===== src/rtl/pwm_duty_decoder.sv =====
// pwm_duty_decoder: times a filtered external PWM and converts it to a 10-bit duty (high*1024/period)
module pwm_duty_decoder #(
  parameter int CNT_W          = 16,
  parameter int FILTER_LEN     = 4,
  parameter int MIN_PERIOD     = 64,
  parameter int TIMEOUT_CYCLES = 50000
) (
  input  logic             i_clk,
  input  logic             i_reset,
  input  logic             i_pwm_in,
  output logic [9:0]       o_duty,
  output logic [CNT_W-1:0] o_period,
  output logic             o_valid,
  output logic             o_error,
  output logic             o_timeout
);
  typedef enum logic [1:0] {IDLE, HIGH, LOW} state_t;
  localparam logic [CNT_W-1:0] SAT  = '1;
  localparam logic [CNT_W-1:0] TO   = CNT_W'(TIMEOUT_CYCLES);
  localparam logic [CNT_W-1:0] MINP = CNT_W'(MIN_PERIOD);
  localparam logic [3:0]       FL   = 4'(FILTER_LEN - 1);
  state_t state, nxt;
  logic [1:0] rst_s, sync;
  logic rst, s, level, flip, rise, fall, hit, start, short_p, busy, ge;
  logic [3:0] fcnt, step;
  logic [CNT_W-1:0] high_cnt, period_cnt, idle_cnt, rem, den, nrem;
  logic [CNT_W:0] sh;
  logic [9:0] quo;
  // reset asserts immediately, releases on a clock edge
  always_ff @(posedge i_clk or posedge i_reset)
    if (i_reset) rst_s <= 2'b11;
    else rst_s <= {rst_s[0], 1'b0};
  assign rst   = rst_s[1];
  assign s     = sync[1];
  assign flip  = (s != level) && (fcnt == FL);
  assign rise  = flip & s;
  assign fall  = flip & ~s;
  assign hit   = !flip && (idle_cnt == TO - CNT_W'(1));
  assign sh    = {rem, 1'b0};
  assign ge    = sh >= {1'b0, den};
  assign nrem  = ge ? sh[CNT_W-1:0] - den : sh[CNT_W-1:0];
  always_comb begin
    nxt     = state;
    start   = 1'b0;
    short_p = 1'b0;
    case (state)
      IDLE:    nxt = rise ? HIGH : IDLE;
      HIGH:    nxt = fall ? LOW : HIGH;
      LOW: begin
        nxt     = rise ? HIGH : LOW;
        start   = rise && (period_cnt >= MINP);
        short_p = rise && (period_cnt < MINP);
      end
      default: nxt = IDLE;
    endcase
    if (hit) nxt = IDLE;
  end
  always_ff @(posedge i_clk or posedge rst)
    if (rst) state <= IDLE;
    else state <= nxt;
  always_ff @(posedge i_clk or posedge rst)
    if (rst) begin
      sync       <= '0;
      level      <= 1'b0;
      fcnt       <= '0;
      high_cnt   <= '0;
      period_cnt <= '0;
      idle_cnt   <= '0;
      busy       <= 1'b0;
      step       <= '0;
      rem        <= '0;
      den        <= '0;
      quo        <= '0;
      o_duty     <= '0;
      o_period   <= '0;
      o_valid    <= 1'b0;
      o_error    <= 1'b0;
      o_timeout  <= 1'b0;
    end else begin
      sync       <= {sync[0], i_pwm_in};
      level      <= flip ? s : level;
      fcnt       <= (s == level || flip) ? '0 : fcnt + 4'd1;
      period_cnt <= rise ? CNT_W'(1) : period_cnt + CNT_W'(period_cnt != SAT);
      high_cnt   <= rise ? CNT_W'(1) : high_cnt + CNT_W'(level && !fall && high_cnt != SAT);
      idle_cnt   <= flip ? '0 : idle_cnt + CNT_W'(idle_cnt != TO);
      o_valid    <= 1'b0;
      o_error    <= short_p;
      // loss of signal overrides and aborts any divide in flight
      if (hit) begin
        busy <= 1'b0;
        if (!o_timeout) begin
          o_timeout <= 1'b1;
          o_valid   <= 1'b1;
          o_duty    <= {10{level}};
          o_period  <= '0;
        end
      end else if (start) begin
        busy <= 1'b1;
        step <= 4'd10;
        rem  <= high_cnt;
        den  <= period_cnt;
        quo  <= '0;
      end else if (busy && step != 4'd0) begin
        step <= step - 4'd1;
        rem  <= nrem;
        quo  <= {quo[8:0], ge};
      end else if (busy) begin
        busy      <= 1'b0;
        o_valid   <= 1'b1;
        o_duty    <= quo;
        o_period  <= den;
        o_timeout <= 1'b0;
      end
    end
endmodule


===== config.mk =====
export PLATFORM = sky130hd
export DESIGN_NAME = pwm_duty_decoder
export DESIGN_NICKNAME = d
export VERILOG_FILES = /design/src/rtl/pwm_duty_decoder.sv
export SDC_FILE = /design/constraint.sdc
export NUM_CORES = 1
export LEC_CHECK = 0
export ABC_AREA = 1
export BUFFER_PORTS_ARGS = -buffer_cell sky130_fd_sc_hd__buf_2
export CORE_MARGIN = 2
export CORE_UTILIZATION = 50
export DETAILED_ROUTE_END_ITERATION = 8
export GPL_ROUTABILITY_DRIVEN = 1
export PLACE_DENSITY = 0.67
export SYNTH_ARGS = -nofsm -noshare
export SYNTH_HDL_FRONTEND = slang
export SYNTH_SLANG_ARGS = --single-unit

===== constraint.sdc =====
create_clock -name i_clk -period 5.2 [get_ports i_clk]
set_input_delay 0.78 -clock i_clk [delete_from_list [all_inputs] [get_ports i_clk]]
set_output_delay 0.78 -clock i_clk [all_outputs]
set_load 0.005 [all_outputs]

=== Word level (Yosys, flattened, before mapping) ===
Index checks and enable logic that the tools add are counted.

* Add/subtract/negate cells: 6
* Magnitude comparators: 3
* Equality and inequality tests: 13
* Muxes and demuxes: 40
* Bitwise gates (word level): 4
* Reductions and logical operators: 18

{| class="wikitable"
|+ Operators by type and width
! kind !! count
|-
| $mux W16 || 11
|-
| $mux W10 || 7
|-
| $add A16 B1 Y16 || 3
|-
| $ne A16 B16 Y1 const B || 3
|-
| $ge A17 B16 Y1 || 1
|-
| $eq A16 B16 Y1 const B || 1
|-
| $ge A16 B7 Y1 const B || 1
|-
| $lt A16 B7 Y1 const B || 1
|-
| $sub A16 B16 Y16 || 1
|-
| $mux W1 || 15
|-
| $mux W4 || 3
|-
| $logic_and A1 B1 Y1 || 7
|-
| $mux W2 || 3
|-
| $ne A2 B2 Y1 const B || 3
|-
| $pmux W2 S3 || 1
|-
| $add A4 B1 Y4 const B || 1
|-
| $eq A4 B2 Y1 const B || 1
|-
| $reduce_and A2 Y1 || 2
|-
| $reduce_and A4 Y1 || 1
|-
| $reduce_bool A2 Y1 || 2
|-
| $reduce_bool A4 Y1 || 1
|-
| $sub A4 B1 Y4 const B || 1
|-
| $ne A3 B3 Y1 const B || 1
|-
| $reduce_and A3 Y1 || 1
|-
| other kinds (9) || 12
|}

* Register bits: 135
* Output and inout port bits: 29
* Logic and storage cells: 102

=== Longest topological paths before layout ===
* Word-level depth: 8
* Depth in mapped cells: 16
* Depth with buffers taken out: 15

=== Worst setup path before layout ===
Ideal clock, no wire load.

* Path type: flip-flop to flip-flop
* From: reg fcnt[0]
* To: reg high_cnt[14]
* Setup time: 131 ps
* Data arrival time: 2374 ps
* Required time: 5069 ps
* Path slack: 2695 ps
* Cell stages (with the launch flop): 16
* Clock period less this slack: 2505 ps
* Path through: dfrtp_1 > ha_1 > nand3_1 > a21oi_4 > inv_2 > clkbuf_1 > nand2_1 > a21oi_1 > ha_1 > nand2_1 > nor2_1 > nand2_1 > nor2_1 > nand3_1 > nor3_1 > a31oi_1

* Word-level cells in the longest chain between the ends: 8
* Elaborated cells on any way between the ends: 9
* Classes of those cells: add/sub (1); eq/ne (1); mux (1); bitwise (2); reduce/logical (4)

{| class="wikitable"
|+ RTL lines
! item !! RTL line !! RTL
|-
| from (decl) || 25 || <nowiki>logic [3:0] fcnt, step;</nowiki>
|-
| from (signal assigned) || 82 || <nowiki>fcnt <= (s == level || flip) ? '0 : fcnt + 4'd1;</nowiki>
|-
| $eq A4 B2 Y1 * || 35 || <nowiki>assign flip = (s != level) && (fcnt == FL);</nowiki>
|-
| $logic_and A1 B1 Y1 * || 35 ||
|-
| $and A1 B1 Y1 || 37 || <nowiki>assign fall = flip & ~s;</nowiki>
|-
| $logic_not A1 Y1 || 84 || <nowiki>high_cnt <= rise ? CNT_W'(1) : high_cnt + CNT_W'(level && !fall && high_cnt != SAT);</nowiki>
|-
| $logic_and A1 B1 Y1 (2 in series) || 84 ||
|-
| $add A16 B1 Y16 || 84 ||
|-
| $mux W16 * || 84 ||
|-
| to (signal assigned) || 84 ||
|-
| to (decl) || 26 || <nowiki>logic [CNT_W-1:0] high_cnt, period_cnt, idle_cnt, rem, den, nrem;</nowiki>
|}

Every way passes the cells marked *; elsewhere a longest branch is shown, timed or not.
A chain may end at the register's enable or synchronous reset.

=== Worst setup path after layout ===
* From: reg level
* To: reg o_duty[6]

* Word-level cells in the longest chain between the ends: 7
* Elaborated cells on any way between the ends: 14
* Classes of those cells: eq/ne (4); mux (3); bitwise (1); reduce/logical (6)

{| class="wikitable"
|+ RTL lines
! item !! RTL line !! RTL
|-
| from (decl) || 24 || <nowiki>logic rst, s, level, flip, rise, fall, hit, start, short_p, busy, ge;</nowiki>
|-
| from (signal assigned) || 81 || <nowiki>level <= flip ? s : level;</nowiki>
|-
| $ne A1 B1 Y1 || 35 ||
|-
| $logic_and A1 B1 Y1 || 35 ||
|-
| $and A1 B1 Y1 || 36 || <nowiki>assign rise = flip & s;</nowiki>
|-
| $logic_and A1 B1 Y1 || 51 || <nowiki>start = rise && (period_cnt >= MINP);</nowiki>
|-
| $mux W1 || 46 || <nowiki>case (state)</nowiki>
|-
| $ne A2 B2 Y1 (no line) || - ||
|-
| $reduce_and A4 Y1 (no line) || - ||
|-
| to (signal assigned) || 94 || <nowiki>o_duty <= {10{level}};</nowiki>
|-
| to (signal assigned) || 110 || <nowiki>o_duty <= quo;</nowiki>
|-
| to (decl) || 11 || <nowiki>output logic [9:0] o_duty,</nowiki>
|}

Parallel ways exist; a longest one is shown, timed or not. The select of a mux whose other input is x is not followed.

==> impl_metrics.toml <==
[synthesis]
yosysTopAreaCellShare_pct = 44.8
synth.most_common_cell = "nand2_1"
synth.yosys.seq_area_share_pct = 45.5
synth_cell_type_count = 42
async_reset_ff_share_pct = 100
synth_top_cell_by_area = "dfrtp_1"
synth-main-ff-cell = "dfrtp_1"
synth_edf_count = 0
synthTopCellsByArea = "dfrtp_1 (45%), nand2_1 (13%), inv_1 (7.1%), nand3_1 (6.3%), nor2_1 (4.7%)"
synthTopCellsByCount = "nand2_1 (266), inv_1 (140), dfrtp_1 (133)"
synth_fp_nets = 1017
syn_inst = 988
syn_area_sq_um = 7440
synth_warnings = 0
postSynthAreaPerCell_sq_um = 7.53
ys_ff_latch = 135

[worst_setup_path]
r2r_slack_ns = 2.07
r2r.worst_path.cells = 10
timing.rr.start = "level$_DFFE_PP0N_"
critPathArrivalTime_ns = 3.45
r2r_end = "o_duty[6]$_DFFE_PP0P_"
path_class = "reg -> reg"
required_ns = 5.51
cp-start-kind = "register"
end_kind = "register"
crit_fanout = 60
crit_path_start = "level$_DFFE_PP0N_"

[power_and_ir_drop]
switchingPower_uw = 816
p_int_mw = 2.02
powerDensity_nw_per_um2 = 343
p_sw_share_pct = 28.7
pwr-share-seq_pct = 44.2
design_power_total_mw = 2.84
clkPwrFrac_pct = 43.2
p_leak_nw = 4.42
vdd_drop_max_mv = 0.262
combinationalPowerShare_pct = 12.5

[layout]
regArea_sq_um = 3380
postLayoutCellArea_sq_um = 8280
n_antenna_cell = 0
multi_input_area_sq_um = 3350
final_util_pct = 57.0
area_delta_synth_final_pct = 11.3
nets = 1040
drive_gt1_share_pct = 8.59
final_cells = 1208
fillers = 1376

[place]
place_inst = 1176
post-dp-hpwl_mm = 12.7
io_buffers = 31
dpl_cell_area_sq_um = 7670
dp_slack_ns = 2.05
place.gp.congestion = 0.956

[sta]
relSlewSlack_pct = 40.6
worst_pin_slew_ns = 0.891
final-setup-viol-count = 0
hold_viol = 0
final_max_slew_viol_count = 0
timing.final.ws_setup_ns = 2.07
fmaxAchievable_mhz = 319
layout_min_cycle_time_ns = 3.13
hold_ws_ns = 0.320
fin_setup_tns_ns = 0
skew_ns = 0.00717
fin_crit_sh_pct = 60.2
rsz0062_at_grt = "no"

[clock_network]
worstSkewPairLatency_ns = 0.43
cts_buffers = 17
cts_buffer_depth = 2
htree_levels = 4
tritoncts = "done"
cts_sinks = 135
hold_buffers = 0
cts_root_buffer = "clkbuf_16"
cts.repair.resized = 0
clk_pin_slew_worst_paths_ns = 0.06
postCtsSetupBuffers = 0

[outcome]
status = "completed"

[hold_path]
hold_class = "reg -> async"

[grt]
grt_pass1_vias = 5796
grt.overflow.total = 0
grt_pass1_wl_mm = 28.9
antenna_found_initial = 0
grt_max_degree = 75
grt_usage_pct = 23.0

[floorplanning]
start_util_pct = 51.2
die-area_sq_um = 15900
core_area_sq_um = 14500
fp-row-count = 44
io_pins = 32
die_height_microns = 126
die_w_microns = 126

[routing]
drt_pass1_iterations = 5
first_iter_violations = 486
dr_total_vias = 6276
routed_wl_mm = 17.4
drc_errors = 0
ant_nets = 0
wl_per_cell_microns = 14.4
via_per_inst = 5.20

[flow_run]
maxCapViolCount = 0
[critical path, stage by stage, from the launching register on]
cell	delay [ns]
dfrtp_1	0.39
inv_1	0.25
nand2_1	0.16
a21oi_4	0.33
nand2_4	0.24
nor2_4	0.16
nand2_4	0.33
nand3_2	0.66
nand2_2	0.29
nand2_1	0.12
nand2_1	0.06
[state kept, by name, indices dropped and copies added (netlist names), 4 cells and up]
name and count:
den 16, fcnt 4, high_cnt 16, idle_cnt 16, o_duty 10, o_period 16, period_cnt 16, quo 10
rem 16, step 4
[cell usage in the layout, fill, tap and decap left out, types with 5 or more instances in the layout]
| master | count |
|---|---|
| a21oi_1 | 33 |
| buf_2 | 31 |
| clkbuf_16 | 17 |
| dfrtp_1 | 133 |
| ha_1 | 25 |
| inv_1 | 139 |
| nand2_1 | 266 |
| nand3_1 | 93 |
| nand4_1 | 15 |
| nor2_1 | 94 |
| nor3_1 | 20 |
| nor4_1 | 6 |
| o21ai_0 | 70 |
| o22ai_1 | 9 |
| or2_2 | 5 |
| xor2_1 | 11 |
[kinds of logic (layout without fill, tap and decap cells)]
kind of cell,after synthesis,after routing,share of synthesized area (%)
AO/OA/AOI/OAI,125,125,9.05
flip-flops,135,135,45.5
adder cells (fa/ha/maj),26,26,4.48
AND/OR/NAND/NOR,515,515,29.8
XOR/XNOR,14,14,1.65
buffers and inverters,172,208,9.47
other,1,1,0.0504
[per-layer routing]
layer	track usage [%]	up-vias	share of wire, %
li1	-	3212	-
met1	31.9	2925	48
met2	36.9	120	46
met3	5.06	19	4.1
met4	6.27	0	1.2
met5	0	-	0
[worst max path at each step]
stage / endpoint / slack, ns
after floorplan: busy$_DFFE_PP0P_ / 1.31
after global placement: o_duty[0]$_DFFE_PP0P_ / 2.13
after detailed placement: o_duty[6]$_DFFE_PP0P_ / 2.05
after CTS: o_duty[6]$_DFFE_PP0P_ / 2.06
after global routing: o_duty[3]$_DFFE_PP0P_ / 1.73
final: o_duty[6]$_DFFE_PP0P_ / 2.07
[layout make-up]
| class | instances | share of cell area, % |
|---|---|---|
| Sequential cell | 135 | 40.8 |
| Multi-Input combinational cell | 681 | 40.5 |
| Inverter | 143 | 6.54 |
| Clock buffer | 17 | 5.14 |
| Tap cell | 184 | 2.78 |
| Clock inverter | 15 | 2.16 |
| Timing Repair Buffer | 33 | 2.06 |
[power by group through the flow]
stage          logic [mW]  clock network [mW]  registers [mW]
2_1_floorplan       0.285                   0            1.24
3_3_place_gp        0.353                   0            1.27
3_5_place_dp        0.358                   0            1.28
4_1_cts             0.361                1.25            1.26
5_1_grt             0.422                1.30            1.27
6_report            0.356                1.23            1.26
Power figures use the tool's default switching activity.
